File: src/rtl/apb_fsm_controller_pkg.sv
`default_nettype none
// ============================================================================
//  Module      : apb_bridge_pkg
//  Description : Shared types and constants for the AHB-to-APB bridge FSM
//                controller: state encoding, AHB response codes, the APB
//                slave address map and a small next-state helper.
//  Revision    : 1.0 - initial release
// ============================================================================
package apb_bridge_pkg;

    typedef enum logic [3:0] {
        ST_IDLE     = 4'd0,
        ST_READ     = 4'd1,
        ST_RENABLE  = 4'd2,
        ST_WWAIT    = 4'd3,
        ST_WRITE    = 4'd4,
        ST_WRITEP   = 4'd5,
        ST_WENABLE  = 4'd6,
        ST_WENABLEP = 4'd7,
        ST_ERR      = 4'd8
    } apb_state_t;

    localparam logic [1:0] HRESP_OKAY  = 2'b00;
    localparam logic [1:0] HRESP_ERROR = 2'b01;

    // APB slave windows; each slave owns a 64 MB region.
    localparam logic [31:0] c_slv0_base   = 32'h8000_0000;
    localparam logic [31:0] c_slv1_base   = 32'h8400_0000;
    localparam logic [31:0] c_slv2_base   = 32'h8800_0000;
    localparam logic [31:0] c_region_mask = 32'hFC00_0000;

    // Where the FSM goes when it is free to accept a new AHB transfer.
    function automatic apb_state_t req_next_state(input logic valid, input logic hwrite);
        apb_state_t nxt;
        if (!valid) begin
            nxt = ST_IDLE;
        end else if (hwrite) begin
            nxt = ST_WWAIT;
        end else begin
            nxt = ST_READ;
        end
        return nxt;
    endfunction

endpackage : apb_bridge_pkg
`default_nettype wire

File: src/rtl/apb_fsm_controller_if.sv
`default_nettype none
// ============================================================================
//  Module      : apb_fsm_controller_if
//  Description : Bundles the pipelined AHB transfer inputs and the APB /
//                AHB-response outputs of apb_fsm_controller.
//                slave  : view used by the controller
//                master : view used by the surrounding logic / bench
//                Build macro APB_PSLVERR_EN adds pslverr (to controller)
//                and hresp (from controller).
//  Revision    : 1.0 - initial release
// ============================================================================
interface apb_fsm_controller_if #(
    parameter int ADDR_W = 32,
    parameter int DATA_W = 32,
    parameter int NSLV   = 3
);
    logic              valid;
    logic              hwrite;
    logic              hwrite_reg;
    logic [ADDR_W-1:0] haddr;
    logic [ADDR_W-1:0] haddr1;
    logic [ADDR_W-1:0] haddr2;
    logic [DATA_W-1:0] hwdata;
    logic [DATA_W-1:0] hwdata1;
    logic [NSLV-1:0]   temp_selx;
    logic [NSLV-1:0]   pselx;
    logic              penable;
    logic              pwrite;
    logic [ADDR_W-1:0] paddr;
    logic [DATA_W-1:0] pwdata;
    logic              hreadyout;
`ifdef APB_PSLVERR_EN
    logic              pslverr;
    logic [1:0]        hresp;

    modport slave (
        input  valid, hwrite, hwrite_reg, haddr, haddr1, haddr2,
               hwdata, hwdata1, temp_selx, pslverr,
        output pselx, penable, pwrite, paddr, pwdata, hreadyout, hresp
    );
    modport master (
        output valid, hwrite, hwrite_reg, haddr, haddr1, haddr2,
               hwdata, hwdata1, temp_selx, pslverr,
        input  pselx, penable, pwrite, paddr, pwdata, hreadyout, hresp
    );
`else
    modport slave (
        input  valid, hwrite, hwrite_reg, haddr, haddr1, haddr2,
               hwdata, hwdata1, temp_selx,
        output pselx, penable, pwrite, paddr, pwdata, hreadyout
    );
    modport master (
        output valid, hwrite, hwrite_reg, haddr, haddr1, haddr2,
               hwdata, hwdata1, temp_selx,
        input  pselx, penable, pwrite, paddr, pwdata, hreadyout
    );
`endif
endinterface : apb_fsm_controller_if
`default_nettype wire

File: src/rtl/apb_fsm_controller.sv
`default_nettype none
// ============================================================================
//  Module      : apb_fsm_controller
//  Description : APB sequencer of the AHB-to-APB bridge. Turns decoded,
//                pipelined AHB transfers into APB SETUP/ACCESS phases for
//                single and back-to-back transfers, stalling the AHB master
//                through hreadyout. All outputs are registered and take the
//                value belonging to the state being entered.
//  Ports       : hclk    - bridge clock
//                hresetn - asynchronous active-low reset
//                bus     - apb_fsm_controller_if.slave (AHB transfer in,
//                          pselx/penable/pwrite/paddr/pwdata/hreadyout out)
//  Options     : APB_PSLVERR_EN - pslverr input, hresp output and a
//                two-cycle AHB ERROR response state
//  Revision    : 1.0 - initial release
// ============================================================================
module apb_fsm_controller
    import apb_bridge_pkg::*;
#(
    parameter int ADDR_W = 32,
    parameter int DATA_W = 32,
    parameter int NSLV   = 3
) (
    input  logic                 hclk,
    input  logic                 hresetn,
    apb_fsm_controller_if.slave  bus
);

    apb_state_t        r_state,     w_state_nxt;
    logic [NSLV-1:0]   r_pselx,     w_pselx;
    logic              r_penable,   w_penable;
    logic              r_pwrite,    w_pwrite;
    logic [ADDR_W-1:0] r_paddr,     w_paddr;
    logic [DATA_W-1:0] r_pwdata,    w_pwdata;
    logic              r_hreadyout, w_hreadyout;
`ifdef APB_PSLVERR_EN
    logic [1:0]        r_hresp,     w_hresp;
`endif

    always_comb begin
        w_state_nxt = r_state;
        w_pselx     = '0;
        w_penable   = 1'b0;
        w_pwrite    = 1'b0;
        w_paddr     = '0;
        w_pwdata    = '0;
        w_hreadyout = 1'b1;
`ifdef APB_PSLVERR_EN
        w_hresp     = HRESP_OKAY;
`endif

        // Next state
        case (r_state)
            ST_IDLE:     w_state_nxt = req_next_state(bus.valid, bus.hwrite);
            ST_READ:     w_state_nxt = ST_RENABLE;
            ST_RENABLE,
            ST_WENABLE:  w_state_nxt = req_next_state(bus.valid, bus.hwrite);
            ST_WWAIT:    w_state_nxt = bus.valid ? ST_WRITEP : ST_WRITE;
            ST_WRITE:    w_state_nxt = bus.valid ? ST_WENABLEP : ST_WENABLE;
            ST_WRITEP:   w_state_nxt = ST_WENABLEP;
            ST_WENABLEP: begin
                if (!bus.hwrite_reg) begin
                    w_state_nxt = ST_READ;
                end else begin
                    w_state_nxt = bus.valid ? ST_WRITEP : ST_WRITE;
                end
            end
`ifdef APB_PSLVERR_EN
            // Second cycle of the AHB error response goes out on the way
            // back to idle: ERROR with hreadyout high.
            ST_ERR: begin
                w_state_nxt = ST_IDLE;
                w_hresp     = HRESP_ERROR;
            end
`endif
            default:     w_state_nxt = ST_IDLE;
        endcase

`ifdef APB_PSLVERR_EN
        // A slave error seen during any ACCESS phase overrides the normal exit.
        if (bus.pslverr && (r_state == ST_RENABLE || r_state == ST_WENABLE ||
                            r_state == ST_WENABLEP)) begin
            w_state_nxt = ST_ERR;
        end
`endif

        // Output values belonging to the state about to be entered
        case (w_state_nxt)
            ST_READ: begin
                w_pselx     = bus.temp_selx;
                w_paddr     = bus.haddr;
                w_hreadyout = 1'b0;
            end
            ST_RENABLE: begin
                w_pselx     = r_pselx;
                w_paddr     = r_paddr;
                w_penable   = 1'b1;
            end
            ST_WRITE: begin
                w_pselx     = bus.temp_selx;
                w_paddr     = bus.haddr1;
                w_pwdata    = bus.hwdata;
                w_pwrite    = 1'b1;
                w_hreadyout = 1'b0;
            end
            // Pipelined write: the address/data of the older transfer sit
            // one stage further down the delay line.
            ST_WRITEP: begin
                w_pselx     = bus.temp_selx;
                w_paddr     = bus.haddr2;
                w_pwdata    = bus.hwdata1;
                w_pwrite    = 1'b1;
                w_hreadyout = 1'b0;
            end
            ST_WENABLE,
            ST_WENABLEP: begin
                w_pselx     = r_pselx;
                w_paddr     = r_paddr;
                w_pwdata    = r_pwdata;
                w_pwrite    = r_pwrite;
                w_penable   = 1'b1;
            end
`ifdef APB_PSLVERR_EN
            ST_ERR: begin
                w_hreadyout = 1'b0;
                w_hresp     = HRESP_ERROR;
            end
`endif
            default: ;   // ST_IDLE / ST_WWAIT: bus idle, master released
        endcase
    end

    always_ff @(posedge hclk or negedge hresetn) begin
        if (!hresetn) begin
            r_state     <= ST_IDLE;
            r_pselx     <= '0;
            r_penable   <= 1'b0;
            r_pwrite    <= 1'b0;
            r_paddr     <= '0;
            r_pwdata    <= '0;
            r_hreadyout <= 1'b1;
`ifdef APB_PSLVERR_EN
            r_hresp     <= HRESP_OKAY;
`endif
        end else begin
            r_state     <= w_state_nxt;
            r_pselx     <= w_pselx;
            r_penable   <= w_penable;
            r_pwrite    <= w_pwrite;
            r_paddr     <= w_paddr;
            r_pwdata    <= w_pwdata;
            r_hreadyout <= w_hreadyout;
`ifdef APB_PSLVERR_EN
            r_hresp     <= w_hresp;
`endif
        end
    end

    assign bus.pselx     = r_pselx;
    assign bus.penable   = r_penable;
    assign bus.pwrite    = r_pwrite;
    assign bus.paddr     = r_paddr;
    assign bus.pwdata    = r_pwdata;
    assign bus.hreadyout = r_hreadyout;
`ifdef APB_PSLVERR_EN
    assign bus.hresp     = r_hresp;
`endif

endmodule : apb_fsm_controller
`default_nettype wire

File: src/flat_wrapper.sv
// flat-port wrapper written by rule: the top's interface ports become plain ports
module apb_fsm_controller_flat import apb_bridge_pkg::*;
#(
    parameter int ADDR_W = 32,
    parameter int DATA_W = 32,
    parameter int NSLV   = 3
)
  (hclk, hresetn, bus_valid, bus_hwrite, bus_hwrite_reg, bus_haddr, bus_haddr1, bus_haddr2, bus_hwdata, bus_hwdata1, bus_temp_selx, bus_pselx, bus_penable, bus_pwrite, bus_paddr, bus_pwdata, bus_hreadyout);
  apb_fsm_controller_if #(.ADDR_W(ADDR_W), .DATA_W(DATA_W), .NSLV(NSLV)) bus_i ();
  input  logic hclk;
  input  logic hresetn;
  input wire logic [$bits(bus_i.valid)-1:0] bus_valid;
  input wire logic [$bits(bus_i.hwrite)-1:0] bus_hwrite;
  input wire logic [$bits(bus_i.hwrite_reg)-1:0] bus_hwrite_reg;
  input wire logic [$bits(bus_i.haddr)-1:0] bus_haddr;
  input wire logic [$bits(bus_i.haddr1)-1:0] bus_haddr1;
  input wire logic [$bits(bus_i.haddr2)-1:0] bus_haddr2;
  input wire logic [$bits(bus_i.hwdata)-1:0] bus_hwdata;
  input wire logic [$bits(bus_i.hwdata1)-1:0] bus_hwdata1;
  input wire logic [$bits(bus_i.temp_selx)-1:0] bus_temp_selx;
  output wire logic [$bits(bus_i.pselx)-1:0] bus_pselx;
  output wire logic [$bits(bus_i.penable)-1:0] bus_penable;
  output wire logic [$bits(bus_i.pwrite)-1:0] bus_pwrite;
  output wire logic [$bits(bus_i.paddr)-1:0] bus_paddr;
  output wire logic [$bits(bus_i.pwdata)-1:0] bus_pwdata;
  output wire logic [$bits(bus_i.hreadyout)-1:0] bus_hreadyout;
  assign bus_i.valid = bus_valid;
  assign bus_i.hwrite = bus_hwrite;
  assign bus_i.hwrite_reg = bus_hwrite_reg;
  assign bus_i.haddr = bus_haddr;
  assign bus_i.haddr1 = bus_haddr1;
  assign bus_i.haddr2 = bus_haddr2;
  assign bus_i.hwdata = bus_hwdata;
  assign bus_i.hwdata1 = bus_hwdata1;
  assign bus_i.temp_selx = bus_temp_selx;
  assign bus_pselx = bus_i.pselx;
  assign bus_penable = bus_i.penable;
  assign bus_pwrite = bus_i.pwrite;
  assign bus_paddr = bus_i.paddr;
  assign bus_pwdata = bus_i.pwdata;
  assign bus_hreadyout = bus_i.hreadyout;
  apb_fsm_controller #(.ADDR_W(ADDR_W), .DATA_W(DATA_W), .NSLV(NSLV)) u_core (.hclk(hclk), .hresetn(hresetn), .bus(bus_i));
endmodule
File: config.mk
export PLATFORM = sky130hd
export DESIGN_NAME = apb_fsm_controller_flat
export DESIGN_NICKNAME = d
export VERILOG_FILES = /design/src/rtl/apb_fsm_controller_pkg.sv /design/src/rtl/apb_fsm_controller_if.sv /design/src/rtl/apb_fsm_controller.sv /design/src/flat_wrapper.sv
export SDC_FILE = /design/constraint.sdc
export NUM_CORES = 1
export LEC_CHECK = 0
export BUFFER_PORTS_ARGS = -buffer_cell sky130_fd_sc_hd__buf_4
export CORE_ASPECT_RATIO = 1.4
export CORE_MARGIN = 3
export CORE_UTILIZATION = 39
export DETAILED_ROUTE_END_ITERATION = 6
export GPL_ROUTABILITY_DRIVEN = 0
export HOLD_SLACK_MARGIN = 0.02
export MAX_ROUTING_LAYER = met4
export PLACE_DENSITY = 0.85
export SLEW_MARGIN = 25
export SYNTH_ARGS = -nofsm -noshare
export SYNTH_HDL_FRONTEND = slang
export SYNTH_SLANG_ARGS = --single-unit
File: constraint.sdc
create_clock -name hclk -period 1.3 [get_ports hclk]
set_input_delay 0.26 -clock hclk [delete_from_list [all_inputs] [get_ports hclk]]
set_output_delay 0.26 -clock hclk [all_outputs]
set_load 0.1 [all_outputs]
; ---- Word level (Yosys, flattened, before mapping)
; Index checks and enable logic that the tools add are counted.
[word_totals]
reg_bits = 74
latchBits = 0
ram_bits = 0
romBits = 0
inputBits = 168
memories = 0
[op_classes]
add_sub_neg = 0
n_mul = 0
n_div = 0
magnitude_cmp = 0
n_eq_ne = 13
shifts = 0
n_mux = 12
n_bitwise = 0
reduce_logical = 6
[op_table]
columns = op, n
row1 = $pmux W32 S4, 1
row2 = $pmux W32 S3, 1
row3 = $eq A4 B3 Y1 const B, 8
row4 = $pmux W4 S6, 1
row5 = $eq A4 B2 Y1 const B, 3
row6 = $reduce_or A3 Y1, 3
row7 = $eq A4 B1 Y1 const B, 2
row8 = $mux W4, 2
row9 = $pmux W3 S2, 1
row10 = $logic_not A4 Y1, 1
row11 = $mux W1, 4
row12 = $reduce_or A2 Y1, 2
row13 = $mux W2, 1
row14 = $pmux W1 S2, 1

; ---- Logic depth before layout (Yosys ltp)
; Gate-level depths: netlist (run 1).
[depth]
depth_word = 6
ltp_mapped = 6
depth_no_buf = 3

; ---- Worst setup path before layout (run 1)
; No wires, ideal clock.
[synth_timing]
path_type = register to register
start = reg u_core.r_state[0]
end = reg u_core.r_paddr[30] (netlist: u_core.bus.paddr[30])
setup_time_ns = 0.131
t_arrival_ns = 1.205
path_slack_ns = -0.037
path_stages_with_launch = 6
synth_period_minus_slack_ns = 1.337
cell_sequence = dfrtp_1 -> buf_4 -> and4b_1 -> nor3_4 -> buf_6 -> o221ai_2
[synth_via]
elab_chain_len = 6
elab_cells_between_ends = 18
[synth_rtl]
columns = element, line
row1 = start: declaration, apb_fsm_controller.sv:29  ; apb_state_t r_state, w_state_nxt;
row2 = start signal: assignment, apb_fsm_controller.sv:146  ; r_state <= w_state_nxt;
row3 = $eq A4 B2 Y1 (tied with other cells), apb_fsm_controller.sv:53  ; case (r_state)
row4 = $reduce_or A3 Y1 (no line), n/a
row5 = $pmux W4 S6 *, apb_fsm_controller.sv:53
row6 = $eq A4 B2 Y1 / $eq A4 B3 Y1 (equally long branches), apb_fsm_controller.sv:88  ; case (w_state_nxt)
row7 = $reduce_or A3 Y1 (no line), n/a
row8 = $pmux W32 S4, apb_fsm_controller.sv:88
row9 = end signal: assignment, apb_fsm_controller.sv:150  ; r_paddr <= w_paddr;
row10 = end: declaration, apb_fsm_controller.sv:33  ; logic [ADDR_W-1:0] r_paddr, w_paddr;
; Mark *: on every way between the ends. The rest lies on a longest branch, timed or not.
; A chain may end at the register's enable or synchronous reset.

; ---- Worst setup path after layout (run 1)
[layout_timing]
start = reg u_core.r_state[2]
end = reg u_core.r_paddr[30] (netlist: u_core.bus.paddr[30])
; The elaborated chain is that of the path after synthesis.

==> out/results.ini, run 1 <==
[finish]
layout_common_cells = buf_4 (250), dfrtp_1 (70), nand2_1 (68)
n_fill_cell = 728
area_growth_syn_to_layout_pct = 65.5
ff_latch_area_um2 = 1830
multiInputGateArea_um2 = 1730
fin_nets = 763
mostFrequentLayoutCell = buf_4
drive_gt1_share_pct = 53.7
antenna_cells = 0

[timing]
rsz0062_at_grt = yes
setup_viol = 33
fin_crit_ns = 1.39
clock.fmax_ghz = 0.718
drv_slew = 0
fin_skew_ns = 0.00446
worst_slack_ns = -0.0935
tightest_slew_ns = 0.400
hold_viol = 0
maxSlewHeadroom_pct = 73.4
timing.final.crit_share_pct = 107
tns_ns = -1.96

[floorplanning]
start_util_pct = 40.1
coreArea_um2 = 9510
row_count = 42
ios = 238
die_area_um2 = 11000
die_w_um = 89.5
chipHeight_um = 123

[synth]
synth_top_area_share_pct = 47.3
syn-mean-instance-area_um2 = 11.0
ys_seq_elements = 73
synth_cells = 346
synth_top_cell_by_area = dfrtp_1
ys_warn_count = 0
ys_seq_area_share_pct = 48.0
syn_nets = 514
synthDistinctLibCells = 24
netlist_top_cells_area = dfrtp_1 (47%), mux2i_1 (17%), o221ai_2 (12%), nand2_1 (6.7%), o21ai_1 (4.2%)
syn_area_um2 = 3810

[critical_path]
crit_type = flop to flop
crit_path_end_kind = flop
path_cells = and4b_1 > nor3_4 > buf_12 > o221ai_2
cp_max_fo = 25
worstPathArrival_ns = 1.59
reg2reg_depth = 4
required_ns = 1.49
critPathLaunchType = flop
cp_slowest_cell = dfrtp_2
crit_path_max_incr_delay_ns = 0.46

[drt]
routed_wl_mm = 11.9
drtIter0Drc = 106
via_per_inst = 4.92
wl_per_cell_um = 16.3
ant_nets = 0
dr.pass1.iters = 4
drcViolationCount = 0
vias = 3605

[clocking]
clock-sinks = 73
numCtsBuffers = 9
insertion_delay_ns = 0.32
htree_levels = 3
path_clk_slew_ns = 0.06
cts-root-buf = clkbuf_16
cts_tree = done
cts.path.max_buffers = 2

[power_and_ir_drop]
power_mw = 16.5
vdd_drop_max_v = 0.00121
p_per_area_nw_per_um2 = 2620
p_leak_nw = 3.30

[place]
dpl.hpwl_mm = 8.92
port_buffers = 237

[worst_hold_path]
hold_depth = 2
hold_path_class = input pin to flop

[global_routing]
grt_pass1_wl_mm = 17.5
grt_pass1_vias = 3762
antenna_found_initial = 0
overflow = 0
grt_max_degree = 74
grt_use_total_pct = 21.2

[run]
drv_cap = 0

[outcome]
outcome = finished with violations
violations = negative setup slack

==> per-layer routing <==
metal  part of all wire, %  global-route usage (%)  vias up
met5                     0                       -        -
met3                   6.5                    4.07       24
met1                    36                    23.3     1722
met4                   2.5                    8.47        0
li1                      -                       -     1703
met2                    55                    36.9      156
==> cell type report <==
cell class	instances	area share, %
clock buffer	10	3.63
clock inverter	6	1.31
inverter	33	1.96
sequential	73	29.0
timing repair buffer	265	34.0
tap	132	2.62
multi-input combinational	213	27.5
==> logic make-up after synthesis <==
family | synth area share, %
multiplexers | 16.8
AND/OR/NAND/NOR | 9.46
AO/OA/AOI/OAI | 18.2
buffers and inverters | 7.62
flip-flops | 48.0
==> report_power, final <==
group	leakage, nW	internal (mW)	switching (mW)
clock network	0.152	1.67	0.915
registers	0.959	3.08	0.499
logic	2.19	2.83	7.50
total	3.30	7.58	8.92
==> sequential cells by signal, summed over array words and instances, names as in the netlist <==
name	flops
u_core.r_state	3
u_core.bus.pselx	3
u_core.bus.pwdata	32
u_core.bus.hreadyout	1
u_core.bus.paddr	32
u_core.bus.pwrite	1
u_core.bus.penable	1
==> per-stage QoR <==
step / hold slack [ns] / area, um2 / std cells / utilization, % / setup WS [ns]
2_1_floorplan: -0.0356 / 3810 / 346 / - / -0.0215
3_3_place_gp: 0.300 / 5830 / 706 / 61.3 / -0.0815
3_5_place_dp: 0.308 / 5830 / 706 / 61.3 / -0.173
4_1_cts: 0.146 / 6200 / 725 / 65.2 / -0.0900
5_1_grt: 0.147 / 6310 / 732 / 66.3 / -0.161
6_report: 0.153 / 6310 / 732 / 66.3 / -0.0935
==> synth_stat cells <==
library cell  instances
nor4b_4               1
dfstp_2               1
a32o_1                1
buf_6                 3
o21ba_2               2
nand2_1              68
nor3_4                1
o21bai_1              1
a22o_1                3
clkbuf_1              2
and4b_1               1
buf_4                 6
o21ai_1              32
buf_2                16
nand2b_1              3
inv_1                33
o221ai_2             30
dfrtp_1              72
and4bb_4              1
and2b_2               1
mux2i_1              64
nand3_1               1
o221ai_1              2
nor2b_1               1
==> worst max-delay path, delay by kind of cell, from the launching register on <==
kind / cells / cell delay (ns)
compound gates: 1 / 0.12
buf+inv: 1 / 0.24
flops: 1 / 0.46
simple gates: 2 / 0.43
==> timing repair <==
item	in CTS	in global routing
hold buffers	1	0
setup endpoints to repair	36	70
resized for setup	9	4
endpoints found under the hold margin	72	0
pin swaps	1	1
gates cloned	0	2
buffers inserted	2	5
==> path summary, 6_finish.rpt <==
check                                                     to  slack, ns                              start
setup / recovery            u_core.bus.paddr[30]$_DFFE_PN0N_      -0.09        u_core.r_state[2]$_DFF_PN0_
hold / removal               u_core.bus.pselx[2]$_DFFE_PN0N_       0.15                   bus_temp_selx[2]
setup reg to reg            u_core.bus.paddr[30]$_DFFE_PN0N_      -0.09        u_core.r_state[2]$_DFF_PN0_
hold reg to reg            u_core.bus.pwdata[25]$_DFFE_PN0N_       0.49  u_core.bus.pwdata[25]$_DFFE_PN0N_
max in group asynchronous     u_core.bus.hreadyout$_DFF_PN1_       0.48                            hresetn
min in group asynchronous    u_core.bus.paddr[8]$_DFFE_PN0N_       0.48                            hresetn
No activity file was read; power rests on OpenSTA's default activity.
==> inputs of run 2 (changes only) <==
--- a/constraint.sdc
+++ b/constraint.sdc
@@ -3,2 +3,2 @@
 set_output_delay 0.26 -clock hclk [all_outputs]
-set_load 0.1 [all_outputs]
+set_load 0.05 [all_outputs]
==> run 2 against run 1 <==
Flip-flop and latch count stayed put. Routed wire length grew 5.2%. The run still ends with negative setup slack left. Via count up 1.4%. Critical path type unchanged.
==> out/results.ini, run 2 (synthesized netlist as in run 1, its figures left out) <==
[clocking]
numCtsBuffers = 9
path_clk_slew_ns = 0.06
cts_tree = done
insertion_delay_ns = 0.33
cts-root-buf = clkbuf_16
htree_levels = 3
clock-sinks = 73
cts.path.max_buffers = 2

[drt]
wl_per_cell_um = 17.0
via_per_inst = 4.95
vias = 3655
drcViolationCount = 0
drtIter0Drc = 115
routed_wl_mm = 12.5
dr.pass1.iters = 4
ant_nets = 0

[timing]
clock.fmax_ghz = 0.714
timing.final.crit_share_pct = 108
setup_viol = 36
hold_viol = 0
fin_crit_ns = 1.40
drv_slew = 0
fin_skew_ns = 0.00431
rsz0062_at_grt = yes
tns_ns = -2.27
tightest_slew_ns = 0.405
worst_slack_ns = -0.100
maxSlewHeadroom_pct = 73.0

[critical_path]
reg2reg_depth = 4
crit_path_end_kind = flop
critPathLaunchType = flop
cp_max_fo = 25
required_ns = 1.50
worstPathArrival_ns = 1.60
crit_type = flop to flop

[finish]
antenna_cells = 0
area_growth_syn_to_layout_pct = 69.1
mostFrequentLayoutCell = buf_4
layout_common_cells = buf_4 (249), dfrtp_1 (70), nand2_1 (67)
final_cell_count_no_fill = 738
finish.utilization_pct = 67.7
fin_nets = 769
final_area_um2 = 6440
n_fill_cell = 708
drive_gt1_share_pct = 55.6

[place]
port_buffers = 237
dp.cells = 706
placed_area_um2 = 5830
dpl.hpwl_mm = 8.92

[global_routing]
antenna_found_initial = 0
grt_max_degree = 74
grt_use_total_pct = 21.3
grt_pass1_vias = 3761
overflow = 0
grt_pass1_wl_mm = 17.6

[floorplanning]
chipHeight_um = 123
start_util_pct = 40.1
row_count = 42
ios = 238
die_w_um = 89.5
die_area_um2 = 11000
coreArea_um2 = 9510

[run]
drv_cap = 0

[power_and_ir_drop]
p_leak_nw = 3.37
seq_power_share_pct = 25.4
clockPowerShare_pct = 18.4
p_per_area_nw_per_um2 = 2190
vdd_drop_max_v = 0.00109
internal_power_mw = 7.81
swShare_pct = 44.6
p_switching_mw = 6.30
combPwrFrac_pct = 56.2

[worst_hold_path]
hold_path_class = input pin to flop
hold_depth = 2

[outcome]
violations = negative setup slack
outcome = finished with violations

## run 2: cell type report
class                           count  area, um2  share of cell area (%)
Timing Repair Buffer              271       2240                    34.7
Sequential cell                    73       1830                    28.4
Multi-Input combinational cell    213       1780                    27.6
Clock buffer                       10        229                    3.55
Tap cell                          132        165                    2.56
Inverter                           33        124                    1.92
Clock inverter                      6       82.6                    1.28
## run 2: what timing repair did
item,4_1_cts,5_1_grt
setup buffers,2,7
hold buffers,1,0
endpoints found under the setup margin,36,70
resized for setup,7,18
gates cloned,0,6
endpoints found under the hold margin,72,0
pin swaps,1,1
## run 2: metal layers
| layer | vias up | track usage [%] | part of all wire (%) |
|---|---|---|---|
| met5 | - | - | 0 |
| met4 | 0 | 8.01 | 2.4 |
| met3 | 23 | 4.00 | 6.4 |
| met2 | 156 | 37.5 | 56 |
| met1 | 1756 | 23.3 | 35 |
| li1 | 1720 | - | - |
## run 2: path summary, 6_finish.rpt
check	startpoint	endpoint	slack, ns
min in group asynchronous	hresetn	u_core.bus.paddr[8]$_DFFE_PN0N_	0.49
max in group asynchronous	hresetn	u_core.bus.hreadyout$_DFF_PN1_	0.47
setup reg to reg	u_core.r_state[1]$_DFF_PN0_	u_core.bus.paddr[30]$_DFFE_PN0N_	-0.10
hold reg to reg	u_core.bus.pwdata[0]$_DFFE_PN0N_	u_core.bus.pwdata[0]$_DFFE_PN0N_	0.48
setup / recovery	u_core.r_state[1]$_DFF_PN0_	u_core.bus.paddr[30]$_DFFE_PN0N_	-0.10
hold / removal	bus_temp_selx[2]	u_core.bus.pselx[2]$_DFFE_PN0N_	0.15
## run 2: stage by stage
| stage | total power, mW | hold WS (ns) | setup slack [ns] |
|---|---|---|---|
| finish | 14.1 | 0.154 | -0.100 |
| CTS | 13.4 | 0.146 | -0.0900 |
| global placement | 10.5 | 0.300 | -0.0815 |
| floorplan | 8.14 | -0.0356 | -0.0199 |
| global route | 14.7 | 0.148 | -0.172 |
| detailed placement | 10.7 | 0.308 | -0.173 |
## run 2: power groups by stage
stage | registers (mW) | clock network, mW | logic (mW)
after floorplan | 6.07 | 0 | 2.07
after global placement | 3.54 | 0 | 6.91
after detailed placement | 3.58 | 0 | 7.10
after CTS | 3.56 | 2.64 | 7.20
after global routing | 3.67 | 2.74 | 8.33
final | 3.58 | 2.60 | 7.93
## run 2: worst max-delay path: stages (launching register included)
cell	delay [ns]
dfrtp_1	0.42
and4bb_4	0.23
nor3_4	0.24
buf_12	0.25
o221ai_2	0.12
==> inputs of run 3 (changes only) <==
- CORE_UTILIZATION: 39 -> 43
- PLACE_DENSITY: 0.85 -> 0.88
- clock period: 1.3 -> 1.4 ns (I/O delays scaled with it)
==> run 3 against run 2 <==
The flow now finishes without violations. Sequential power decreased by 7.8%. Total power is 14% lower. Via count fell by 2.1%. Register-to-register slack improved by 0.10 ns. Largest power group unchanged.
==> out/results.ini, run 3 (synthesized netlist as in run 1, its figures left out) <==
[finish]
antenna_cells = 0
n_fill_cell = 619
mostFrequentLayoutCell = buf_4
area_growth_syn_to_layout_pct = 60.6
final_area_um2 = 6120
fin_nets = 754
drive_gt1_share_pct = 52.8
layout_common_cells = buf_4 (248), dfrtp_1 (71), nand2_1 (68)

[global_routing]
grt_pass1_wl_mm = 18.5
antenna_found_initial = 0
grt_use_total_pct = 23.7
grt_max_degree = 74
grt_pass1_vias = 3866
overflow = 0

[drt]
drcViolationCount = 0
wl_per_cell_um = 16.7
wl_met2_mm = 6.42
routed_wl_mm = 11.6
top_layer_used = met4
via_per_inst = 5.14
dr.pass1.iters = 4
ant_nets = 0
drtIter0Drc = 124
vias = 3580
routed-wl-met3_um = 855
wl_met1_mm = 3.96

[critical_path]
crit_type = flop to flop
cp_num_buf_inv = 2
cp_max_fo = 18
cp_slowest_cell = dfrtp_1
critPathLaunchType = flop
worstPathArrival_ns = 1.63
crit_path_max_incr_delay_ns = 0.41
reg2reg_depth = 5
path_cells = buf_4 > nor4b_4 > nor3_4 > buf_12 > o221ai_2
crit_family = flip-flops
path_depth = 5
required_ns = 1.64
crit_path_end_kind = flop

[worst_hold_path]
hold_depth = 2
hold_path_class = input pin to flop

[timing]
drv_slew = 0
tightest_slew_ns = 0.408
fin_skew_ns = 0.00681
setup_viol = 0
hold_viol = 0
maxSlewHeadroom_pct = 72.8
clock.fmax_ghz = 0.716
worst_slack_ns = 0.00297
timing.final.crit_share_pct = 99.8
fin_crit_ns = 1.40
rsz0062_at_grt = yes

[clocking]
cts-root-buf = clkbuf_16
cts_tree = done
cts.path.max_buffers = 2
numCtsBuffers = 9
path_clk_slew_ns = 0.06
htree_levels = 3
insertion_delay_ns = 0.32
clock-sinks = 73

[power_and_ir_drop]
clockPowerShare_pct = 18.6
vdd_drop_max_v = 0.00141
combPwrFrac_pct = 54.3
internal_power_mw = 6.63
swShare_pct = 45.6
p_per_area_nw_per_um2 = 1990
seq_power_share_pct = 27.1
p_leak_nw = 3.23
p_switching_mw = 5.55

[floorplanning]
die_area_um2 = 10000
die_w_um = 85.6
ios = 238
start_util_pct = 44.3
coreArea_um2 = 8610
row_count = 40
chipHeight_um = 117

[place]
port_buffers = 237
dpl.hpwl_mm = 8.96
placed_area_um2 = 5780
place_ws_ns = -0.0467

[run]
drv_cap = 0

[outcome]
outcome = finished, final reports clean

## run 3: cell count changes in the layout (fill, tap and decap cells not counted), moves of 4 or more
| cell | delta |
|---|---|
| clkbuf_16 | -4 |
| o21ai_1 | +8 |
| o21ai_2 | -8 |
| buf_6 | -9 |
## run 3: path summary, 6_finish.rpt
check	startpoint	end	slack, ns
max	u_core.r_state[0]$_DFF_PN0_	u_core.bus.paddr[24]$_DFFE_PN0N_	0.003
min	bus_temp_selx[2]	u_core.bus.pselx[2]$_DFFE_PN0N_	0.20
max reg2reg	u_core.r_state[0]$_DFF_PN0_	u_core.bus.paddr[24]$_DFFE_PN0N_	0.003
min reg2reg	u_core.bus.pwrite$_DFFE_PN0N_	u_core.bus.pwrite$_DFFE_PN0N_	0.48
max in group asynchronous	hresetn	u_core.bus.hreadyout$_DFF_PN1_	0.51
min in group asynchronous	hresetn	u_core.bus.paddr[9]$_DFFE_PN0N_	0.51
## run 3: final cells by class
| type | instances | area [um2] | area share [%] |
|---|---|---|---|
| inverter | 33 | 124 | 2.02 |
| timing repair buffer | 256 | 2010 | 32.9 |
| sequential | 73 | 1830 | 29.9 |
| tap | 105 | 131 | 2.15 |
| multi-input combinational | 213 | 1730 | 28.2 |
| clock buffer | 11 | 243 | 3.97 |
| clock inverter | 5 | 55.1 | 0.899 |
## run 3: per-stage QoR
stage | power [mW] | cells | hold slack, ns | util (%) | TNS, ns
floorplan | 7.55 | 346 | -0.0156 | - | 0
global placement | 9.67 | 677 | 0.318 | 67.1 | 0
detailed placement | 9.88 | 677 | 0.330 | 67.1 | -0.149
CTS | 12.2 | 694 | 0.188 | 70.9 | 0
global route | 12.8 | 696 | 0.202 | 71.1 | -0.500
finish | 12.2 | 696 | 0.202 | 71.1 | 0
## run 3: power by group through the flow
stage / registers, mW / clock network (mW) / logic [mW]
3_3_place_gp: 3.27 / 0 / 6.40
3_5_place_dp: 3.32 / 0 / 6.56
2_1_floorplan: 5.64 / 0 / 1.91
4_1_cts: 3.30 / 2.32 / 6.61
5_1_grt: 3.40 / 2.42 / 6.95
6_report: 3.30 / 2.27 / 6.61
## run 3: routing by layer
metal  GRT usage, %  up-vias
met4           10.1        0
met5              -        -
met2           41.8      162
met1           24.7     1707
met3           5.62       28
li1               -     1683
## run 3: worst reg2reg max path, stage by stage (launching register included)
cell,delay (ns)
dfrtp_1,0.41
buf_4,0.16
nor4b_4,0.26
nor3_4,0.11
buf_12,0.18
o221ai_2,0.20
## run 3: timing repair
action | CTS | global route
pin swaps | 1 | 0
endpoints found under the hold margin | 72 | 0
hold buffers | 1 | 0
buffers inserted | 0 | 2
resized for setup | 3 | 1
endpoints found under the setup margin | 30 | 33
gates cloned | 0 | 0
